**src/rtl/sim_run_controller.sv**
```systemverilog
// Run/verdict controller between the bench and the core: sequences core reset, counts RUN cycles, and latches a verdict.
// Latency: core_rst_n rises RST_CYCLES edges after rst falls; verdict flags appear the cycle after the exit edge.
// Backpressure: none; monitors core activity passively every cycle and never stalls the core.
module sim_run_controller #(
  parameter int DW          = 32,
  parameter int AW          = 32,
  parameter int CW          = 32,
  parameter int RST_CYCLES  = 2,
  parameter int MAX_CYCLES  = 1000,
  parameter int STALL_LIMIT = 8,
  parameter logic [AW-1:0] TOHOST_ADDR = AW'(32'h0000_00FC)
) (
  input  logic          clk,
  input  logic          rst,
  input  logic [AW-1:0] pc,
  input  logic          mem_we,
  input  logic [AW-1:0] mem_addr,
  input  logic [DW-1:0] mem_wdata,
  output logic          core_rst_n,
  output logic [CW-1:0] cycle_count,
  output logic          done,
  output logic          pass,
  output logic          fail,
  output logic          timeout,
  output logic          halted,
  output logic [DW-1:0] fail_code
);

  localparam int HW = (RST_CYCLES  > 1) ? $clog2(RST_CYCLES + 1)  : 1;
  localparam int SW = (STALL_LIMIT > 1) ? $clog2(STALL_LIMIT + 1) : 1;
  // Compared in 64 bits so a counter narrower than MAX_CYCLES simply never matches.
  localparam logic [63:0] MAX_M1 = 64'(MAX_CYCLES) - 64'd1;

  typedef enum logic [2:0] {
    S_HOLD    = 3'd0,
    S_RUN     = 3'd1,
    S_PASS    = 3'd2,
    S_FAIL    = 3'd3,
    S_TIMEOUT = 3'd4,
    S_HALT    = 3'd5
  } state_t;

  state_t        state, state_nxt;
  logic [HW-1:0] hold_cnt;
  logic [SW-1:0] stall_cnt;
  logic [AW-1:0] prev_pc;

  logic hold_last;
  logic tohost_hit;
  logic wdog_hit;
  logic pc_same;
  logic stall_hit;

  assign hold_last  = (hold_cnt == HW'(RST_CYCLES - 1));
  assign tohost_hit = mem_we && (mem_addr == TOHOST_ADDR);
  assign wdog_hit   = (MAX_CYCLES != 0) && (64'(cycle_count) == MAX_M1);
  assign pc_same    = (pc == prev_pc);
  assign stall_hit  = (STALL_LIMIT != 0) && pc_same && (stall_cnt == SW'(STALL_LIMIT - 1));

  // State register; terminal states hold until rst.
  always_ff @(posedge clk or posedge rst) begin
    if (rst) state <= S_HOLD;
    else     state <= state_nxt;
  end

  // Next state: tohost verdict beats watchdog, watchdog beats stall halt.
  always_comb begin
    state_nxt = state;
    case (state)
      S_HOLD: if (hold_last) state_nxt = S_RUN;
      S_RUN: begin
        if (tohost_hit)     state_nxt = (mem_wdata == DW'(1)) ? S_PASS : S_FAIL;
        else if (wdog_hit)  state_nxt = S_TIMEOUT;
        else if (stall_hit) state_nxt = S_HALT;
      end
      default: state_nxt = state;
    endcase
  end

  // Counters, PC history and fail code; only HOLD and RUN update anything, so terminal values freeze.
  always_ff @(posedge clk or posedge rst) begin
    if (rst) begin
      hold_cnt    <= '0;
      stall_cnt   <= '0;
      prev_pc     <= '0;
      cycle_count <= '0;
      fail_code   <= '0;
    end else begin
      case (state)
        S_HOLD: begin
          hold_cnt <= hold_cnt + 1'b1;
          if (hold_last) prev_pc <= pc;
        end
        S_RUN: begin
          if (cycle_count != '1) cycle_count <= cycle_count + 1'b1;
          prev_pc <= pc;
          if (!pc_same)             stall_cnt <= '0;
          else if (stall_cnt != '1) stall_cnt <= stall_cnt + 1'b1;
          if (tohost_hit && (mem_wdata != DW'(1))) fail_code <= mem_wdata >> 1;
        end
        default: ;
      endcase
    end
  end

  // Outputs decoded from the state register, so they are glitch-free and one cycle behind the exit edge.
  always_comb begin
    core_rst_n = (state != S_HOLD);
    pass       = (state == S_PASS);
    fail       = (state == S_FAIL);
    timeout    = (state == S_TIMEOUT);
    halted     = (state == S_HALT);
    done       = pass || fail || timeout || halted;
  end

endmodule

```
**config.mk**
```make
export PLATFORM = sky130hd
export DESIGN_NAME = sim_run_controller
export DESIGN_NICKNAME = d
export VERILOG_FILES = /design/src/rtl/sim_run_controller.sv
export SDC_FILE = /design/constraint.sdc
export NUM_CORES = 1
export LEC_CHECK = 0
export BUFFER_PORTS_ARGS = -buffer_cell sky130_fd_sc_hd__buf_2
export CAP_MARGIN = 15
export CORE_ASPECT_RATIO = 0.75
export CORE_UTILIZATION = 30
export CTS_BUF_LIST = sky130_fd_sc_hd__clkbuf_4
export CTS_CLUSTER_SIZE = 40
export DETAILED_ROUTE_END_ITERATION = 16
export PLACE_DENSITY = 0.61
export SYNTH_ARGS = -nofsm -noshare
export SYNTH_HDL_FRONTEND = slang
export SYNTH_SLANG_ARGS = --single-unit
```
**constraint.sdc**
```tcl
create_clock -name clk -period 3.21 [get_ports clk]
set_input_delay 0 -clock clk [delete_from_list [all_inputs] [get_ports clk]]
set_output_delay 0 -clock clk [all_outputs]
set_load 0.1 [all_outputs]
```
==> run_results.csv <==
group,metric,value,unit
place,io_buffers,167,
place,dpl.hpwl,9140,microns
detailed_routing,drt_first_pass_iters,4,
detailed_routing,drtIter0Drc,107,
clock_network,cts_max_level,3,
sta,fin_setup_tns,0,ps
cells_and_area,layout_commonest_cell,"buf_2",
clock_network,cts_buffer_depth,2,
sta,fmax,413,MHz
cells_and_area,stdcell_count,853,
yosys,yosys_register_bits,104,
clock_network,worstSkewPairLatency,480,ps
power,ir_drop,0.350,mV
global_routing,grt_max_degree,53,
cells_and_area,synthToLayoutAreaGrowth,38.6,%
cells_and_area,post-route-util,0.428,
floorplan,start_util,0.309,
yosys,synth_area,4960,sq um
cells_and_area,n_antenna_cell,0,
global_routing,grtUsageTotal,0.149,
yosys,synth_area_leader_cell,"dfrtp_1",
place,placed_area,6040,sq um
setup_path,crit_type,"register to register",
detailed_routing,postRouteAntennaNets,0,
setup_path,cp.required,3600,ps
worst_hold_path,holdCritPathClass,"input pin to register",
setup_path,critPathCaptureType,"register",
floorplan,die_area,17100,sq um
power,leakagePower,0.00342,uW
sta,setup_viol,0,
detailed_routing,drc_errors,0,
setup_path,path_max_fanout,8,
sta,max_slew.worst_pin.slew,676,ps
setup_path,worstPathArrival,2810,ps
sta,rsz0062_at_grt,"no",
floorplan,core-area,16100,sq um
clock_network,cts_setup_buffers,0,
yosys,synthXorXnorAreaFrac,0.113,
yosys,ys_warn_count,0,
global_routing,antenna_found_initial,0,
clock_network,cts_root_buf,"clkbuf_4",
clock_network,clkTransAtPathRegs,170,ps
setup_path,crit_path_start_kind,"register",
job,max_cap_violations,0,
clock_network,cts_buffers,9,
yosys,synth.area.top_cells,"dfrtp_1 (52%), mux2_1 (7.9%), xor2_1 (7.8%)",
cells_and_area,drive_above_1_share,0.358,
global_routing,grt_pass1_vias,3972,
sta,skew,23.5,ps
sta,drv_slew,0,
power,powerDensity,371,nW/um^2
sta,min_period,2420,ps
place,gp_congestion,0.802,
cells_and_area,layout_common_cells,"buf_2 (167), dfrtp_1 (104), dlygate4sd3_1 (64), xor2_1 (44), mux2_1 (35)",
sta,relSlewSlack,0.549,
cells_and_area,nNetsFinal,741,
yosys,synth-adder-area-share,0.0101,
yosys,muxShareOfSynthArea,0.152,
place,dp.cells,773,
detailed_routing,routed-via-count,3940,
sta,min_period_over_period,0.754,
yosys,ys_types,43,
floorplan,placementRows,40,
yosys,synthSimpleGateAreaFrac,0.160,
detailed_routing,vias_per_cell,4.62,
yosys,yosysTopAreaCellShare,0.525,
detailed_routing,wire_per_inst,14.4,microns
floorplan,die_h,113,microns
clock_network,cts.sinks,104,
detailed_routing,wirelength,12300,microns
sta,holdWs,85.5,ps
global_routing,grt_overflow_total,0,
cells_and_area,finalInstanceArea,6870,sq um
yosys,synth_nets,507,
yosys,synth_top_family_by_area,"simple AND/OR/NAND/NOR gates",
global_routing,grt_pass1_wl,19400,microns
floorplan,die_w,150,microns
clock_network,cts_tree,"yes",
yosys,synth-compound-area-share,0.0214,
yosys,synth.avg_cell_area,12.3,sq um
floorplan,ios,169,
yosys,yosysSeqAreaShare,0.525,
outcome,status,"finished, final reports clean",
yosys,syn_inst,404,
sta,hold_violations,0,
[logic make-up (layout without fill, tap and decap cells)]
kind of cell	after synthesis	after routing
and+or+nand+nor	131	131
DFF	104	104
muxes	67	67
xor gates and xnor gates	64	64
buffers and inverters	19	258
AOI/OAI and AO/OA	14	14
adders and majority gates	4	4
other	1	1
[layer usage]
| layer | vias to the layer above | GRT usage | share of wire |
|---|---|---|---|
| met3 | 9 | 0.0371 | 0.053 |
| li1 | 1928 | - | - |
| met1 | 1884 | 0.186 | 0.46 |
| met5 | - | 0 | 0 |
| met4 | 0 | 0.0444 | 0.012 |
| met2 | 119 | 0.253 | 0.47 |
[final cells by class]
| type | count | area, sq um |
|---|---|---|
| tap | 210 | 263 |
| multi-input combinational | 281 | 2280 |
| fill | 1521 | 9190 |
| timing repair buffer | 235 | 1510 |
| clock inverter | 7 | 126 |
| sequential | 104 | 2600 |
| inverter | 7 | 28.8 |
| clock buffer | 9 | 67.6 |
[path summary, 6_finish.rpt]
| path | start | end | slack, ps | cells after the start |
|---|---|---|---|---|
| max | cycle_count[23]$_DFFE_PP0P_ | state[1]$_DFFE_PP0P_ | 790 | 6 |
| min | mem_addr[27] | state[2]$_DFFE_PP0P_ | 90 | 5 |
| max reg2reg | cycle_count[23]$_DFFE_PP0P_ | state[1]$_DFFE_PP0P_ | 790 | 6 |
| min in group asynchronous | rst | fail_code[6]$_DFFE_PP0P_ | 160 | 3 |
| max in group asynchronous | rst | fail_code[26]$_DFFE_PP0P_ | 2240 | 4 |
| min reg2reg | hold_cnt[0]$_DFFE_PP0P_ | hold_cnt[0]$_DFFE_PP0P_ | 500 | 1 |
[power by group]
group          total (uW)  leakage [uW]  switching, uW  internal [uW]
logic                 323       0.00197            168            154
clock network         859     0.0000987            455            404
registers            1370       0.00135           27.9           1340
[flip-flops by register name, indices dropped and copies added, names as in the netlist]
signal / count
cycle_count: 32
prev_pc: 32
fail_code: 31
stall_cnt: 4
state: 3
hold_cnt: 2
[stage by stage]
step	power, uW	setup slack (ps)
6_report	2550	790
5_1_grt	2690	532
4_1_cts	2600	787
3_5_place_dp	1660	816
3_3_place_gp	1650	840
2_1_floorplan	1550	390
[what timing repair did]
| action | 4_1_cts | 5_1_grt |
|---|---|---|
| hold endpoints to repair | 113 | 0 |
| resized for setup | 0 | 0 |
| hold buffers | 64 | 0 |
[worst max-delay path: stages (launching register included)]
cell and delay, ps:
dfrtp_1 530, nor4_1 420, nand4_1 140, nor4_1 480, nor3_1 90, o22ai_1 310, mux2_1 360
[synth_stat cells]
cell type	n
nor3_2	1
o211ai_1	1
and3_1	10
a21oi_1	2
nor4b_1	3
o21ai_0	3
nand4_2	1
mux2_2	32
or4_1	1
xnor2_1	20
nor3_1	5
and4b_1	1
dfrtp_1	104
o22ai_1	1
o21ai_1	2
buf_2	1
nor3b_2	1
clkbuf_1	7
nor4b_4	1
nand4_1	12
buf_4	4
nor4_1	29
or4_4	1
xor2_1	44
or2_1	1
inv_1	7
nor2_1	16
or3_1	4
nor4_4	2
o32ai_1	1
nor3b_1	1
mux2_1	35
nand3_1	21
a311oi_4	1
a21o_1	1
ha_1	4
nand2_1	16
o21a_1	1
a22oi_1	1
nand3_2	1
nand2b_1	1
conb_1	1
and2_1	2
Note: power is estimated with default switching activity, not from simulation.
